[src/rtl/skid_buffer.sv]
// rtl/skid_buffer.sv - two-entry registered skid buffer with fully registered handshake outputs
// Optional SKID_BUFFER_LEVEL_EN adds a registered 2-bit occupancy output `level`.
module skid_buffer #(
  parameter int N = 8
) (
  input  logic         clk,
  input  logic         rst,
  input  logic [N-1:0] s_data,
  input  logic         s_valid,
  output logic         s_ready,
  output logic [N-1:0] m_data,
  output logic         m_valid,
  input  logic         m_ready
`ifdef SKID_BUFFER_LEVEL_EN
  ,
  output logic [1:0]   level
`endif
);

  typedef enum logic [1:0] {
    EMPTY = 2'd0,
    ONE   = 2'd1,
    TWO   = 2'd2
  } state_t;

  state_t         state_q, state_d;
  logic [N-1:0]   main_q, main_d;
  logic [N-1:0]   skid_q, skid_d;
  logic           s_ready_q, s_ready_d;
  logic           m_valid_q, m_valid_d;
  logic [1:0]     level_q, level_d;
  logic           s_fire;
  logic           m_fire;

  assign s_fire = s_valid && s_ready_q;
  assign m_fire = m_valid_q && m_ready;

  always_comb begin
    state_d = state_q;
    main_d  = main_q;
    skid_d  = skid_q;
    case (state_q)
      EMPTY: begin
        if (s_fire) begin
          main_d  = s_data;
          state_d = ONE;
        end
      end
      ONE: begin
        if (s_fire && m_fire) begin
          main_d = s_data;
        end else if (s_fire) begin
          skid_d  = s_data;
          state_d = TWO;
        end else if (m_fire) begin
          state_d = EMPTY;
        end
      end
      TWO: begin
        // s_ready is low in TWO, so only a downstream transfer can move us.
        if (m_fire) begin
          main_d  = skid_q;
          state_d = ONE;
        end
      end
      default: state_d = EMPTY;
    endcase

    // Handshake outputs are registered from the next state, so m_ready never reaches s_ready combinationally.
    s_ready_d = (state_d != TWO);
    m_valid_d = (state_d != EMPTY);
    case (state_d)
      ONE:     level_d = 2'd1;
      TWO:     level_d = 2'd2;
      default: level_d = 2'd0;
    endcase
  end

  always_ff @(posedge clk or posedge rst) begin
    if (rst) begin
      state_q   <= EMPTY;
      main_q    <= '0;
      skid_q    <= '0;
      s_ready_q <= 1'b0;
      m_valid_q <= 1'b0;
      level_q   <= 2'd0;
    end else begin
      state_q   <= state_d;
      main_q    <= main_d;
      skid_q    <= skid_d;
      s_ready_q <= s_ready_d;
      m_valid_q <= m_valid_d;
      level_q   <= level_d;
    end
  end

  assign s_ready = s_ready_q;
  assign m_valid = m_valid_q;
  assign m_data  = main_q;

`ifdef SKID_BUFFER_LEVEL_EN
  assign level = level_q;
`else
  logic unused_level;
  assign unused_level = ^level_q;
`endif

endmodule
[config.mk]
export PLATFORM = sky130hd
export DESIGN_NAME = skid_buffer
export DESIGN_NICKNAME = d
export VERILOG_FILES = /design/src/rtl/skid_buffer.sv
export SDC_FILE = /design/constraint.sdc
export NUM_CORES = 1
export LEC_CHECK = 0
export ABC_AREA = 1
export BUFFER_PORTS_ARGS = -buffer_cell sky130_fd_sc_hd__buf_2
export CELL_PAD_IN_SITES_DETAIL_PLACEMENT = 1
export CELL_PAD_IN_SITES_GLOBAL_PLACEMENT = 2
export CORE_ASPECT_RATIO = 0.75
export CORE_MARGIN = 4
export CORE_UTILIZATION = 30
export CTS_CLUSTER_DIAMETER = 30
export DETAILED_ROUTE_END_ITERATION = 10
export HOLD_SLACK_MARGIN = 0.06
export PLACE_DENSITY_LB_ADDON = 0.15
export SYNTH_ARGS = -nofsm -noshare
export SYNTH_HDL_FRONTEND = slang
export SYNTH_SLANG_ARGS = --single-unit
[constraint.sdc]
create_clock -name clk -period 1.7 [get_ports clk]
set_clock_uncertainty 0.15 [all_clocks]
set_input_delay 0.085 -clock clk [delete_from_list [all_inputs] [get_ports clk]]
set_output_delay 0.085 -clock clk [all_outputs]
set_load 0.02 [all_outputs]
==> results of run 1 <==
[path summary, 6_finish.rpt]
| path | cells past startpoint | startpoint | end |
|---|---|---|---|
| max in group asynchronous | 4 | rst | skid_q[3] |
| min reg2reg | 2 | m_data[7] | m_data[7] |
| max reg2reg | 6 | m_valid | skid_q[6] |
| min | 4 | s_valid | state_q[0] |
| max | 6 | m_valid | skid_q[6] |
| min in group asynchronous | 4 | rst | m_valid |
[metrics by stage]
| step | hold WS [ns] | setup WS (ns) | std cells | utilization (%) |
|---|---|---|---|---|
| 2_1_floorplan | -0.101 | 0.379 | 119 | - |
| 3_3_place_gp | -0.0251 | 0.389 | 178 | 37.1 |
| 3_5_place_dp | -0.0168 | 0.353 | 178 | 37.1 |
| 4_1_cts | 0.0912 | 0.340 | 190 | 41.4 |
| 5_1_grt | 0.130 | 0.265 | 190 | 41.4 |
| 6_report | 0.0980 | 0.363 | 190 | 41.4 |
[final cells by class]
class / instances / area [um^2] / area share (%)
inverters: 6 / 27.5 / 2.18
flip-flops and latches: 20 / 500 / 39.7
well taps: 38 / 47.5 / 3.77
multi-input cells: 91 / 433 / 34.4
repair buffers: 32 / 210 / 16.7
clock buffers: 3 / 41.3 / 3.28
[cell usage in the layout (no fill, tap or decap)]
cell type                       count
sky130_fd_sc_hd__dfrtp_1           20
sky130_fd_sc_hd__buf_2             21
sky130_fd_sc_hd__inv_2              1
sky130_fd_sc_hd__nor2_8             1
sky130_fd_sc_hd__nand2_1           62
sky130_fd_sc_hd__dlygate4sd3_1      9
sky130_fd_sc_hd__nor2_2             1
sky130_fd_sc_hd__nand3_2            1
sky130_fd_sc_hd__nand3_1           18
sky130_fd_sc_hd__nor2_1             3
sky130_fd_sc_hd__inv_1              4
sky130_fd_sc_hd__buf_4              2
sky130_fd_sc_hd__nand3_4            1
sky130_fd_sc_hd__clkbuf_8           3
sky130_fd_sc_hd__inv_6              1
sky130_fd_sc_hd__nand2_4            4
[flip-flops by register name, indices dropped and copies added (netlist names)]
signal   cells
m_data       8
m_valid      1
s_ready      1
skid_q       8
state_q      2
[metal layers]
layer | up-vias | share of wire (%) | track usage, % | wire length (um)
li1 | 440 | - | - | -
met1 | 386 | 53 | 18.7 | 1300
met2 | 18 | 41 | 19.6 | 1010
met3 | 4 | 5.2 | 3.70 | 129
met4 | 0 | 1.3 | 3.10 | 31
met5 | - | 0 | 0 | 0
[cell families (layout without fill, tap and decap cells)]
family	Yosys count	after routing
DFF	20	20
and+or+nand+nor	91	91
buffers and inverters	8	41
[worst register-to-register path: cells and delay by family, from the launching register on]
kind | cells | cell delay (ns)
flops | 1 | 0.38
buf+inv | 1 | 0.07
simple gates | 5 | 0.63
[power breakdown]
group          switching, mW  internal [mW]
clock network          0.149          0.158
registers              0.135          0.702
logic                  0.711          0.345
[what timing repair did]
item	4_1_cts	5_1_grt
hold buffers	9	0
hold endpoints to repair	30	0
buffers inserted	0	0
==> metrics.md, run 1 <==
| Metric | Value |
|---|---|
| Run status | `complete, no violations` |
| Area share of and/or/nand/nor cells after synthesis | `44.2%` |
| Dpl hpwl | `1800 um` |
| Core area | `3040 um^2` |
| Number of endpoints with negative hold slack in the final report | `0` |
| Count of final max-slew check failures | `0` |
| Cell accounting for the most synthesized area | `sky130_fd_sc_hd__dfrtp_1` |
| Area of the die | `4250 um^2` |
| Summed negative setup slack over all endpoints | `0 ns` |
| Area share of fa/ha/maj cells after synthesis | `0%` |
| Most used flip-flop cell after synthesis | `sky130_fd_sc_hd__dfrtp_1` |
| CP max stage cell | `sky130_fd_sc_hd__dfrtp_1` |
| Remaining DRCs | `0` |
| Synth Instances | `119` |
| Synthesized-area fraction occupied by ao, oa, aoi and oai cells | `0%` |
| Number of different library cells in the post-synthesis netlist | `14` |
| Hold Path Class | `primary input to flop` |
| Worst setup path category | `flop to flop` |
| Chain of cells forming the critical path | `nand2_1 -> nand2_4 -> nor2_8 -> inv_6 -> nand2_1 -> nand2_1` |
| Count of boundary I/O pins | `22` |
| Yosys Warn Count | `0` |
| Mean instance size in the synthesized netlist | `8.23 um^2` |
| Largest net degree at the start of global routing | `21` |
| Clock Tree Buf Depth | `2` |
| Number of endpoints failing setup at the final stage | `0` |
| Slowest Stage Delay on Critical Path | `0.38 ns` |
| Post-synth top cells | `62 x sky130_fd_sc_hd__nand2_1, 20 x sky130_fd_sc_hd__dfrtp_1, 18 x sky130_fd_sc_hd__nand3_1` |
| Worst-case vdd ir drop | `0.716 mV` |
| FF-to-FF setup slack | `0.36 ns` |
| Largest fanout of any net on the critical path | `10` |
| Post-CTS sizing | `0` |
| Overflow after GRT | `0` |
| Post-synth EDFFs | `0` |
| Leading cell types by total area after synthesis | `sky130_fd_sc_hd__dfrtp_1 51%, sky130_fd_sc_hd__nand2_1 24%, sky130_fd_sc_hd__nand3_1 9.2%` |
| Total via count in the routed design | `848` |
| Routed len/inst | `13.0 um` |
| Library cell used as clock root buffer | `sky130_fd_sc_hd__clkbuf_8` |
| Cell area reported after detailed placement | `1130 um^2` |
| First-pass iteration count of the detailed router | `4` |
| Crit path time final | `1.34 ns` |
| CP top delay family | `simple AND/OR/NAND/NOR gates` |
| Number of routed nets with antenna violations | `0` |
| Number of buffers and inverters on the critical path | `1` |
| Power density over the cells | `1750 nW/um^2` |
| Count of antenna diodes in the layout | `0` |
| Leakage Power | `0.717 nW` |
| Number of buffers created by CTS | `3` |
| Largest family of logic cells by synthesized area | `simple AND/OR/NAND/NOR gates` |
| Total nets after synthesis | `131` |
| Final design area excluding fillers | `1260 um^2` |
| Yosys top cell area share | `51.1%` |
| Overall routed net length | `2480 um` |
| Clock transition at path regs | `0.07 ns` |
| RSZ-0062 raised after global routing | `no` |
| Xor and xnor area share after synthesis | `0%` |
| Area delta synth->final | `28.6%` |
| Leading cell type by number of instances after synthesis | `sky130_fd_sc_hd__nand2_1` |
| Startpoint type of the worst setup path | `flop` |
| Antenna violations before repair | `0` |
| Starting density of the core | `32.2%` |
| Vias/cell | `4.46` |
| Crit. End Element | `flop` |
| Number of global-route vias before repair | `901` |
| Post-layout power | `2.20 mW` |
| Async SR Flop Fraction | `100%` |
| Wire length of the first global-routing pass | `4270 um` |
| Synth Cell Area | `980 um^2` |
| Sequential fraction of the synthesis area | `51.1%` |
| Fill cells | `375` |
| Worst slew margin relative to its limit | `81.8%` |
| Required time of the critical path | `1.70 ns` |
| CTS HTree Levels | `1` |
| Share of cell area taken by muxes after synthesis | `0%` |
| Total number of clock tree sinks | `20` |
| Die span in x | `74.0 um` |
| Number of synthesized register bits | `20` |
| Total track usage | `13.1%` |
| Skew-Pair Late Insertion Delay | `0.25 ns` |
| Initial DRC Count | `39` |
| Tightest Pin Transition | `0.273 ns` |
| Weighted congestion at the end of routability-driven global placement | `0.728` |
| Fmax | `748 MHz` |
| Final net count | `166` |
| Num rows | `17` |
| Critical path data arrival time | `1.34 ns` |
| Count of buffers inserted at the top-level ports | `21` |
| Cell seen most often among critical-path stages | `sky130_fd_sc_hd__nand2_1` |
| Final period util | `78.7%` |
| Die Y-Extent | `57.5 um` |
| Maximum Capacitance Violations | `0` |
| TritonCTS clock tree | `built` |
| Layout cells sized above 1 | `23.7%` |
Note: power is estimated with default switching activity, not from simulation.
==> run 2, diff against run 1 <==
--- a/config.mk
+++ b/config.mk
@@ -5,13 +5,13 @@
 export SDC_FILE = /design/constraint.sdc
 export NUM_CORES = 1
 export LEC_CHECK = 0
-export ABC_AREA = 1
+export ABC_AREA = 0
 export BUFFER_PORTS_ARGS = -buffer_cell sky130_fd_sc_hd__buf_2
 export CELL_PAD_IN_SITES_DETAIL_PLACEMENT = 1
 export CELL_PAD_IN_SITES_GLOBAL_PLACEMENT = 2
 export CORE_ASPECT_RATIO = 0.75
 export CORE_MARGIN = 4
-export CORE_UTILIZATION = 30
+export CORE_UTILIZATION = 35
 export CTS_CLUSTER_DIAMETER = 30
 export DETAILED_ROUTE_END_ITERATION = 10
 export HOLD_SLACK_MARGIN = 0.06
==> constraint.sdc (replaced) <==
create_clock -name clk -period 1.4 [get_ports clk]
set_clock_uncertainty 0.15 [all_clocks]
set_input_delay 0.07 -clock clk [delete_from_list [all_inputs] [get_ports clk]]
set_output_delay 0.07 -clock clk [all_outputs]
set_load 0.02 [all_outputs]
==> metrics.md, run 2 <==
| Metric | Value |
|---|---|
| Wire length of the first global-routing pass | `3420 um (-20%)` |
| Combinational power share | `55.6% (+7.6 points)` |
| Weighted congestion at the end of routability-driven global placement | `0.789 (+8.4%)` |
| Worst-case vdd ir drop | `1.02 mV (+43%)` |
| Fmax | `629 MHz (-16%)` |
| Top layer reached by signal wires | `met4` |
| Final standard cell utilization of the core | `58.9% (+17 points)` |
| Leading cell type by number of instances after synthesis | `sky130_fd_sc_hd__dfrtp_1` |
| Layout cells sized above 1 | `68.8% (+45 points)` |
| Yosys top cell area share | `54.0% (+2.9 points)` |
| Count of final max-slew check failures | `0 (unchanged)` |
| Total number of clock tree sinks | `20 (unchanged)` |
| Library cell used as clock root buffer | `sky130_fd_sc_hd__clkbuf_4` |
| Run status | `finished, violations left` |
| Cell accounting for the most synthesized area | `sky130_fd_sc_hd__dfrtp_1` |
| Async SR Flop Fraction | `100% (unchanged)` |
| Final period util | `114% (+35 points)` |
| Synth Instances | `62 (-48%)` |
| Final net count | `122 (-27%)` |
| Synth Cell Area | `927 um^2 (-5.4%)` |
| Proportion of total power due to net switching | `34.9% (-10 points)` |
| Vias/cell | `4.59 (+2.9%)` |
| Detail Route met3 WL | `94 um (-27%)` |
| Count of buffers inserted at the top-level ports | `21 (unchanged)` |
| Clock Tree Buf Depth | `2 (unchanged)` |
| CTS HTree Levels | `1 (unchanged)` |
| Routed len/inst | `14.3 um (+9.7%)` |
| Detailed-route wire length on metal 1 | `936 um (-28%)` |
| Worst hold margin | `0.0697 ns (-0.0283 ns)` |
| Remaining DRCs | `0 (unchanged)` |
| Leakage Power | `0.698 nW (-2.7%)` |
| Die Y-Extent | `52.6 um (-8.5%)` |
| Net load switching power | `1.10 mW (+10%)` |
| Sequential fraction of design power | `33.9% (-4.2 points)` |
| Total via count in the routed design | `657 (-23%)` |
| Required time of the critical path | `1.45 ns (-0.25 ns)` |
| Hold Path Class | `primary input to flop` |
| P_int | `2.05 mW (+70%)` |
| Power density over the cells | `2220 nW/um^2 (+27%)` |
| Antenna violations before repair | `0 (unchanged)` |
| Leading cell type in the layout, fill and taps excluded | `sky130_fd_sc_hd__buf_2` |
| Total track usage | `13.2% (+0.084 points)` |
| Die span in x | `67.4 um (-8.9%)` |
| Highest-count cells in the layout ignoring fill and taps | `21 x sky130_fd_sc_hd__buf_2, 17 x sky130_fd_sc_hd__mux2_4, 17 x sky130_fd_sc_hd__dfrtp_1` |
| TritonCTS clock tree | `built` |
| Number of routed nets with antenna violations | `0 (unchanged)` |
| Starting density of the core | `38.6% (+6.4 points)` |
| Final design area excluding fillers | `1410 um^2 (+12%)` |
| Smallest setup slack after layout | `-0.191 ns (-0.553 ns)` |
| Count of antenna diodes in the layout | `0 (unchanged)` |
| Count of boundary I/O pins | `22 (unchanged)` |
| Number of synthesized register bits | `20 (unchanged)` |
| Leading cell types by total area after synthesis | `sky130_fd_sc_hd__dfrtp_1 54%, sky130_fd_sc_hd__mux2_2 21%, sky130_fd_sc_hd__mux2_4 11%` |
| Cell area reported after detailed placement | `1180 um^2 (+4.9%)` |
| Total nets after synthesis | `74 (-44%)` |
| Post-synth top cells | `20 x sky130_fd_sc_hd__dfrtp_1, 17 x sky130_fd_sc_hd__mux2_2, 7 x sky130_fd_sc_hd__mux2_4` |
| Worst slew margin relative to its limit | `82.3% (+0.50 points)` |
| Skew-Pair Late Insertion Delay | `0.30 ns (+0.05 ns)` |
| Overflow after GRT | `0 (unchanged)` |
| Area delta synth->final | `52.5%` |
| Worst setup slack before clock tree synthesis | `-0.179 ns (-0.532 ns)` |
| Most used flip-flop cell after synthesis | `sky130_fd_sc_hd__dfrtp_1` |
| Largest net degree at the start of global routing | `21 (unchanged)` |
| Number of global-route vias before repair | `717 (-20%)` |
| Crit path time final | `1.59 ns (+0.253 ns)` |
| Worst r2r path cells | `4 (-2)` |
| Tightest Pin Transition | `0.265 ns (-0.00754 ns)` |
| Initial DRC Count | `30 (-23%)` |
| Violated checks | `negative setup slack` |
| Crit. End Element | `flop` |
| Largest fanout of any net on the critical path | `6 (-4)` |
| Dpl hpwl | `1470 um (-18%)` |
| Area of the die | `3550 um^2 (-17%)` |
| Clock transition at path regs | `0.12 ns (+0.05 ns)` |
| Cell depth of the worst hold path | `4 (unchanged)` |
| Critical path data arrival time | `1.64 ns (+0.30 ns)` |
| Core area | `2400 um^2 (-21%)` |
| Worst setup path category | `flop to flop` |
| RSZ-0062 raised after global routing | `yes` |
| DR WL met2 | `1000 um (-0.89%)` |
| Number of endpoints with negative hold slack in the final report | `0 (unchanged)` |
| Number of buffers created by CTS | `3 (unchanged)` |
| Sequential fraction of the synthesis area | `54.0% (+2.9 points)` |
| Clock power frac | `10.5% (-3.4 points)` |
| Mean instance size in the synthesized netlist | `15.0 um^2 (+82%)` |
| Num rows | `15 (-2)` |
| Number of endpoints failing setup at the final stage | `16 (+16)` |
| Number of different library cells in the post-synthesis netlist | `17 (+3)` |
| Maximum Capacitance Violations | `0 (unchanged)` |
| Yosys Warn Count | `0 (unchanged)` |
| Startpoint type of the worst setup path | `flop` |
| Overall routed net length | `2040 um (-17%)` |
| Post-synth EDFFs | `0 (unchanged)` |
| First-pass iteration count of the detailed router | `2 (-2)` |
## run 2: final cells by class
cell class | instances | area, um^2
tap | 34 | 42.5
clock buffer | 4 | 36.3
multi-input combinational | 39 | 483
fill | 248 | 988
timing repair buffer | 44 | 340
sequential | 20 | 504
inverter | 2 | 7.51
## run 2: through the flow
step	total power, mW	std cells	TNS, ns
after floorplan	1.96	62	-0.930
after global placement	2.45	127	-1.40
after detailed placement	2.50	127	-1.61
after CTS	2.96	141	-2.27
after global routing	3.37	143	-2.86
final	3.15	143	-2.08
## run 2: routing by layer
layer	vias up	GRT usage, %
met2	15	22.2
met3	2	4.51
met1	320	16.8
met4	0	2.02
met5	-	0
li1	320	-
## run 2: logic make-up (layout without fill, tap and decap cells)
family | Yosys count | after routing | synth area share, %
muxes | 24 | 24 | 32.0
and+or+nand+nor | 7 | 7 | 4.86
AOI/OAI and AO/OA | 8 | 8 | 7.15
buffers and inverters | 3 | 50 | 2.02
DFF | 20 | 20 | 54.0
## run 2: path summary, 6_finish.rpt
path	from	slack (ns)	to
worst min register to register	skid_q[3]	0.37	skid_q[3]
min in group asynchronous	rst	0.17	state_q[1]
worst min-delay path	s_valid	0.07	state_q[0]
worst max register to register	state_q[0]	-0.19	m_data[0]
worst max-delay path	state_q[0]	-0.19	m_data[0]
max in group asynchronous	rst	0.71	m_valid
## run 2: critical path: stages, from the launching register on
cell,delay [ns]
sky130_fd_sc_hd__dfrtp_1,0.42
sky130_fd_sc_hd__nand2b_4,0.19
sky130_fd_sc_hd__buf_12,0.15
sky130_fd_sc_hd__mux2_4,0.30
sky130_fd_sc_hd__mux2_4,0.28
## run 2: power by group through the flow
stage,combinational (mW),sequential (mW),clock [mW]
floorplan,0.733,1.23,0
global placement,1.40,1.05,0
detailed placement,1.44,1.07,0
finish,1.75,1.07,0.331
global route,1.87,1.10,0.393
CTS,1.54,1.06,0.356
## run 2: timing repair
item / 4_1_cts / 5_1_grt
endpoints found under the setup margin: 16 / 17
pin swaps: 0 / 3
buffers inserted: 2 / 2
hold buffers: 9 / 0
resized for setup: 8 / 12
hold endpoints to repair: 37 / 0
